File: config.mk
export PLATFORM = sky130hd
export DESIGN_NAME = fetch_stage
export DESIGN_NICKNAME = d
export VERILOG_FILES = /design/src/rtl/fetch_stage.sv
export SDC_FILE = /design/constraint.sdc
export NUM_CORES = 1
export LEC_CHECK = 0
export CAP_MARGIN = 10
export CORE_ASPECT_RATIO = 0.8
export CORE_MARGIN = 4
export CORE_UTILIZATION = 41
export CTS_BUF_LIST = sky130_fd_sc_hd__clkbuf_2
export DETAILED_ROUTE_END_ITERATION = 8
export PLACE_DENSITY = 0.78
export SLEW_MARGIN = 20
export SYNTH_ARGS = -nofsm -noshare
export SYNTH_HDL_FRONTEND = slang
export SYNTH_SLANG_ARGS = --single-unit
File: constraint.sdc
create_clock -name clk -period 1.6 [get_ports clk]
set_input_delay 0.24 -clock clk [delete_from_list [all_inputs] [get_ports clk]]
set_output_delay 0.24 -clock clk [all_outputs]
set_load 0.005 [all_outputs]
File: src/rtl/fetch_stage.sv
// Instruction fetch stage: PC register, IF/ID register and a RUN/HALT_PEND/HALTED halt sequencer.
// Optional macro FETCH_PERF_CNT_EN adds a saturating 16-bit fetch_count output.
module fetch_stage #(
   parameter int                    DATA_WIDTH    = 20,
   parameter int                    ADDRESS_WIDTH = 8,
   parameter logic [DATA_WIDTH-1:0] HALT_WORD     = 20'hFFFFF,
   parameter int                    DRAIN_CYCLES  = 3
) (
   input  logic                     clk,
   input  logic                     rst,
   input  logic                     Stall,
   input  logic                     Flush,
   input  logic                     branch_taken,
   input  logic [ADDRESS_WIDTH-1:0] branch_target,
   output logic [ADDRESS_WIDTH-1:0] imem_addr,
   input  logic [DATA_WIDTH-1:0]    imem_data,
   output logic [DATA_WIDTH-1:0]    instruction,
   output logic [ADDRESS_WIDTH-1:0] pc_result,
   output logic                     valid,
   output logic                     halted
`ifdef FETCH_PERF_CNT_EN
   ,
   output logic [15:0]              fetch_count
`endif
);

   localparam int CNT_W = $clog2(DRAIN_CYCLES + 1) + 1;
   localparam logic [CNT_W-1:0] DRAIN_LIM = CNT_W'(DRAIN_CYCLES);

   typedef enum logic [1:0] {RUN, HALT_PEND, HALTED} state_t;

   state_t                   state_q, state_d;
   logic [ADDRESS_WIDTH-1:0] pc_q, pc_d;
   logic [DATA_WIDTH-1:0]    instr_q, instr_d;
   logic [ADDRESS_WIDTH-1:0] pcr_q, pcr_d;
   logic                     valid_q, valid_d;
   logic                     halted_q, halted_d;
   logic [CNT_W-1:0]         drain_q, drain_d;
   logic [CNT_W-1:0]         drain_inc;

   always_ff @(posedge clk or negedge rst) begin
      if (!rst) begin
         state_q  <= RUN;
         pc_q     <= '0;
         instr_q  <= '0;
         pcr_q    <= '0;
         valid_q  <= 1'b0;
         halted_q <= 1'b0;
         drain_q  <= '0;
      end else begin
         state_q  <= state_d;
         pc_q     <= pc_d;
         instr_q  <= instr_d;
         pcr_q    <= pcr_d;
         valid_q  <= valid_d;
         halted_q <= halted_d;
         drain_q  <= drain_d;
      end
   end

   always_comb begin
      state_d   = state_q;
      pc_d      = pc_q;
      instr_d   = instr_q;
      pcr_d     = pcr_q;
      valid_d   = valid_q;
      halted_d  = halted_q;
      drain_d   = drain_q;
      drain_inc = drain_q + 1'b1;
      unique case (state_q)
         RUN: begin
            if (branch_taken) begin
               pc_d    = branch_target;
               instr_d = '0;
               valid_d = 1'b0;
            end else if (Flush) begin
               instr_d = '0;
               valid_d = 1'b0;
            end else if (!Stall) begin
               instr_d = imem_data;
               pcr_d   = pc_q;
               valid_d = 1'b1;
               // Halt word is latched but PC parks on it so nothing past it is fetched.
               if (imem_data == HALT_WORD) begin
                  state_d = HALT_PEND;
                  drain_d = '0;
               end else begin
                  pc_d = pc_q + 1'b1;
               end
            end
         end
         HALT_PEND: begin
            if (branch_taken) begin
               pc_d    = branch_target;
               instr_d = '0;
               valid_d = 1'b0;
               drain_d = '0;
               state_d = RUN;
            end else begin
               // Flush outranks Stall for IF/ID, but the drain count only advances unstalled.
               if (Flush || !Stall) begin
                  instr_d = '0;
                  valid_d = 1'b0;
               end
               if (!Stall) begin
                  drain_d = drain_inc;
                  if (drain_inc >= DRAIN_LIM) begin
                     state_d  = HALTED;
                     halted_d = 1'b1;
                  end
               end
            end
         end
         HALTED: begin
         end
         default: state_d = RUN;
      endcase
   end

   assign imem_addr   = pc_q;
   assign instruction = instr_q;
   assign pc_result   = pcr_q;
   assign valid       = valid_q;
   assign halted      = halted_q;

`ifdef FETCH_PERF_CNT_EN
   logic        advance;
   logic [15:0] fetch_cnt_q, fetch_cnt_d;

   assign advance = (state_q == RUN) && !branch_taken && !Flush && !Stall;

   always_comb begin
      fetch_cnt_d = fetch_cnt_q;
      if (advance && (fetch_cnt_q != 16'hFFFF)) begin
         fetch_cnt_d = fetch_cnt_q + 16'd1;
      end
   end

   always_ff @(posedge clk or negedge rst) begin
      if (!rst) begin
         fetch_cnt_q <= '0;
      end else begin
         fetch_cnt_q <= fetch_cnt_d;
      end
   end

   assign fetch_count = fetch_cnt_q;
`endif

endmodule

==> Word level (Yosys, flattened, before mapping) <==
Index checks and enable logic that the tools add are counted.
{ "word_totals": {"regBits": 43, "latchBits": 0, "mem_bits_rw": 0, "romBits": 0, "word_cells": 72, "memories": 0} }
{ "op_classes": {"n_addsub": 2, "mul": 0, "n_div": 0, "magnitude_cmp": 1, "n_eq_ne": 15, "shift": 0, "muxes": 33, "bitwise": 4, "reduce_logical": 10} }
{ "ops": {"columns": ["operator", "n"], "rows": [
  ["$mux W20", 5],
  ["$mux W8", 5],
  ["$pmux W20 S2", 1],
  ["$eq A20 B20 Y1 const B", 1],
  ["$mux W3", 6],
  ["$ne A3 B3 Y1 const B", 6],
  ["$pmux W8 S2", 1],
  ["$mux W2", 7],
  ["$ne A2 B2 Y1 const B", 5],
  ["$add A8 B1 Y8 const B", 1],
  ["$reduce_and A4 Y1", 2],
  ["$reduce_and A7 Y1", 1],
  ["$pmux W2 S3", 1],
  ["$pmux W3 S2", 1],
  ["$reduce_and A6 Y1", 1],
  ["$mux W1", 5],
  ["$reduce_and A5 Y1", 1],
  ["$ne A4 B4 Y1 const B", 1],
  ["$not A1 Y1", 4],
  ["$add A3 B1 Y3 const B", 1],
  ["$ge A3 B2 Y1 const B", 1],
  ["$reduce_and A3 Y1", 1],
  ["$eq A2 B1 Y1 const B", 1],
  ["$eq A2 B2 Y1 const B", 1],
  ["5 further kinds", 5]
]} }

==> Logic depth before layout (Yosys ltp) <==
Gate-level depths: netlist of run 1.
{ "logic_depth": {"ltp_word": 6, "mapped_depth": 7} }

==> Worst setup path after synthesis of run 1 <==
No wires, ideal clock.
{ "synth_timing": {"path_type": "input to register", "startpoint": "input imem_data[18]", "endpoint": "register pc_q[6], in the netlist imem_addr[6]", "setup_time_ps": 123, "t_arrival_ps": 1535, "t_required_ps": 1477, "slack_ps": -58, "path_stages": 6, "path_buffers": 1, "path_cell_list": "nand4_1 or4_4 o311a_4 buf_6 a21oi_2 a21oi_1"} }
{ "synth_via": {"elab_chain_cells": 3} }
{ "synth_lines": {"columns": ["element", "line_no", "text"], "rows": [
  ["start, declared", "16", "input logic [DATA_WIDTH-1:0] imem_data,"],
  ["$eq A20 B20 Y1", "84", "if (imem_data == HALT_WORD) begin"],
  ["$ne A3 B3 Y1 (no source line)", null, null],
  ["$reduce_and A5 Y1 (no source line)", null, null],
  ["end signal, assigned", "52", "pc_q <= pc_d;"],
  ["end, declared", "33", "logic [ADDRESS_WIDTH-1:0] pc_q, pc_d;"]
]} }
Every way passes these cells.
A chain may end at the register's enable or synchronous reset.

==> Worst setup path in the final report of run 1 <==
{ "layout_timing": {"startpoint": "register instr_q[10], in the netlist instruction[10]", "endpoint": "output instruction[10]"} }
{ "layout_rtl": {"columns": ["element", "line_no", "text"], "rows": [
  ["start, declared", "34", "logic [DATA_WIDTH-1:0] instr_q, instr_d;"],
  ["start signal, assigned", "53", "instr_q <= instr_d;"],
  ["end, declared", "17", "output logic [DATA_WIDTH-1:0] instruction,"]
]} }
No word-level cell between the ends.

==> metrics.md, run 1 <==
| Metric | Value |
|---|---|
| Top cell type by total area after synthesis | dfrtp_1 |
| Outcome | finished clean |
| Area contributors post-synth | dfrtp_1 (56%), a22o_1 (9.6%), mux2_2 (4.7%) |
| HP Class | in2reg |
| Synth top area share | 56.0% |
| Clk pwr share | 15.0% |
| DIE AREA | around 5900 sq um |
| # setup viols final | 0 |
| Total Routed Length | about 4900 um |
| CTS buffer count | 5 |
| FP Rows | 21 |
| Reg2Reg Setup Slack | approximately 0.12 ns |
| # DRC | 0 |
| Startpoint types | register |
| Vias per Instance | approximately 5.2 |
| Initial antenna violation count | 0 |
| Most frequent cell after synthesis | dfrtp_1 |
| Final Cycle Share | 95.8% |
| Most common flop cell mapped by yosys | dfrtp_1 |
| P_int | 1.95 mW |
| Drt first pass iters | 4 |
| Comb pwr share | 35.5% |
| Synth top cells by count | dfrtp_1 (43), a22o_1 (21), nand2_1 (15) |
| Simple-gate share of the synthesized area | 13.7% |
| Final instance area | ~3000 sq um |
| Tmin final | 1.53 ns |
| Critical Path Max Stage Delay | just over 0.5 ns |
| Ant. Diodes | 0 |
| Place WS | -0.579 ns |
| CP Cell Sequence | clkdlybuf4s50_1 |
| GP Congestion | 0.751 |
| Power density over the cells | about 910 nW/um^2 |
| Mux contribution to synthesized area | 5.73% |
| Worst EP arrival | 1.29 ns |
| PortBufs | 70 |
| Worst setup margin | 0.0669 ns |
| Compound-cell area share of the yosys netlist | 19.6% |
| Register area share after synthesis | 56.0% |
| Clock Sinks | 43 |
| DRT iter0 DRCs | 129 |
| Crit path buf inv count | 1 |
| Critical path required time | between 1 and 1.5 ns |
| Post-route ant nets | 0 |
| Syn Area/Cell | 11.1 sq um |
| Largest net degree at the start of global routing | 23 |
| Ys async rst share | 100% |
| Die Height | 69.2 um |
| Psw | 0.768 mW |
| Netlist cell types | 32 |
| Hold depth | 2 |
| Synthesized area | about 1900 sq um |
| Peak VDD IR | approximately 0.53 mV |
| DPL Wire Length | around 3500 um |
| Synth Area in Adders | roughly 2% |
| Slew @ Worst Pin | roughly 0.27 ns |
| Max stage delay cell, worst path | clkdlybuf4s50_1 |
| Syn. warnings | 0 |
| Xor-xnor portion of the synthesized cell area | 0.456% |
| Placement Cell Area | 2810 sq um |
| Rel. slew slack | roughly four fifths |
| WL/cell | 14.6 um |
| Vias in the first global route | 1676 |
| Largest family of logic cells by synthesized area | compound AO/OA/AOI/OAI gates |
| H-tree Lvls | 2 |
| Share of cells above drive strength 1 | between 20% and 30% |
| Leakage | ~1.5 nW |
| Tot GR Track Use | 16.9% |
| CP Class | reg2out |
| Final-stage net count | 313 |
| Die Width | 84.5 um |
| Clk pin slew, worst setup/hold paths | 0.19 ns |
| R2R Path End | imem_addr[2] |
| CTS tree | yes |
| P&R area growth vs syn | 55.9% |
| Syn_nets | 209 |
| Part of the power in registers | around 50% |
| Top delay family on crit path | buffers and inverters |
| R2R cell count | 5 |
| Net Sw Frac | 28.2% |
| Clk root buf | clkbuf_2 |
| Critical Path Sink Type | output pin |
| Final hold violation count | 0 |
| Core area | between 4000 and 5000 sq um |
| Fmax | 652 MHz |
| Crit Path Max Fanout | 2 |
| Fin. max-slew vios | 0 |
| Yosys reg bits | 43 |
| Hold Path End | instruction[9] |
| Initial Utilization | 44.1% |
| EDFF count, synth | 0 |
| Clock Tree Buf Depth | 2 |
| Number of vias in the routed layout | 1742 |
| Hold path start | imem_data[9] |
| Boundary pin count | 71 |
| Total gr overflow | 0 |
| # placed instances | approximately 300 |
| Mapped Cells | 173 |
| First-pass GRT wire length | 8040 um |
| Max-Cap Viols | 0 |
| Worst flop-to-flop path startpoint | imem_addr[0] |
| Clk_skew | 0.0293 ns |
| Layout Cells excl Fill | 333 |
| Clk_lat worst skew | roughly 0.39 ns |
==> repair_timing <==
item,in CTS,in global routing
gates resized for setup,18,13
gates cloned,1,0
setup endpoints to repair,19,19
hold buffers,1,0
endpoints found under the hold margin,43,0
pin swaps,6,0
setup buffers,7,9
==> final cells by class <==
class                   count  area, sq um
fillers                   349         1370
inverters                   2         7.51
multi-input cells         120          810
clock buffers               5         25.0
clock inverters             1         7.51
repair buffers            105          996
well taps                  57         71.3
flip-flops and latches     43         1080
==> power groups by stage <==
stage                     Combinational (mW)  Clock [mW]  Sequential [mW]
after global placement                 0.816           0             1.41
after CTS                              0.954       0.424             1.35
final                                  0.966       0.408             1.34
after global routing                    1.05       0.468             1.37
after detailed placement               0.830           0             1.43
after floorplan                        0.283           0             1.42
==> through the flow <==
| stage | util, % | TNS, ns | hold WS [ns] | total power, mW |
|---|---|---|---|---|
| after floorplan | - | -0.0223 | -0.0556 | 1.70 |
| after global placement | 64.4 | -6.74 | 0.240 | 2.23 |
| after detailed placement | 64.4 | -7.26 | 0.240 | 2.26 |
| after CTS | 66.4 | 0 | 0.185 | 2.73 |
| after global routing | 68.7 | -0.00298 | 0.186 | 2.89 |
| final | 68.7 | 0 | 0.208 | 2.72 |
==> state kept, by name (all words and copies together), names as in the netlist <==
signal       count
instruction     20
imem_addr        8
pc_result        8
drain_q          3
state_q          2
halted           1
valid            1
==> per-layer routing <==
layer  up-vias  wire [um]  global-route usage [%]
met5         -          0                       0
met3         7        336                    4.16
li1        857          -                       -
met4         0         60                    5.62
met1       826       2230                    23.5
met2        52       2250                    26.0
==> cells in the final DEF (no fill, tap or decap), types with 2 or more instances in the layout <==
cell type | Yosys | final
a21oi_1 | 14 | 14
a21oi_2 | 2 | 2
a22o_1 | 21 | 21
and3_1 | 2 | 2
buf_12 | 0 | 2
buf_4 | 0 | 32
clkbuf_2 | 0 | 5
clkdlybuf4s50_1 | 0 | 41
dfrtp_1 | 43 | 40
dfrtp_2 | 0 | 3
dlygate4sd2_1 | 0 | 16
dlymetal6s2s_1 | 0 | 12
ha_1 | 3 | 3
inv_1 | 2 | 2
mux2_2 | 8 | 8
mux2i_1 | 2 | 2
nand2_1 | 15 | 15
nand3_1 | 8 | 8
nand4_1 | 6 | 6
nor2_1 | 10 | 9
nor3_1 | 4 | 4
o21ai_0 | 8 | 8
o22ai_1 | 2 | 2
or3_1 | 2 | 2
==> how the worst max path moves through the flow <==
stage / slack, ns / from / end / depth (start not counted)
final: 0.07 / instruction[10] / instruction[10] / 1
after global routing: -0.003 / instruction[3] / instruction[3] / 1
after CTS: 0.008 / imem_addr[1] / imem_addr[1] / 1
after detailed placement: -0.58 / imem_data[6] / imem_addr[0] / 5
after global placement: -0.54 / imem_data[19] / imem_addr[0] / 5
after floorplan: -0.01 / imem_data[18] / imem_addr[6] / 6
==> kinds of logic after synthesis <==
family          count (synthesis)
xor+xnor                        1
buf+inv                        11
simple gates                   53
compound gates                 52
flops                          43
fa+ha+maj                       3
mux                            10
Note: power is estimated with default switching activity, not from simulation.
==> inputs of run 2 (changes only) <==
- CAP_MARGIN: 10 -> 20
- CTS_CLUSTER_SIZE: unset -> 24
==> results of run 2 <==
Final layout, timing and power as in run 1 (identical DEF).
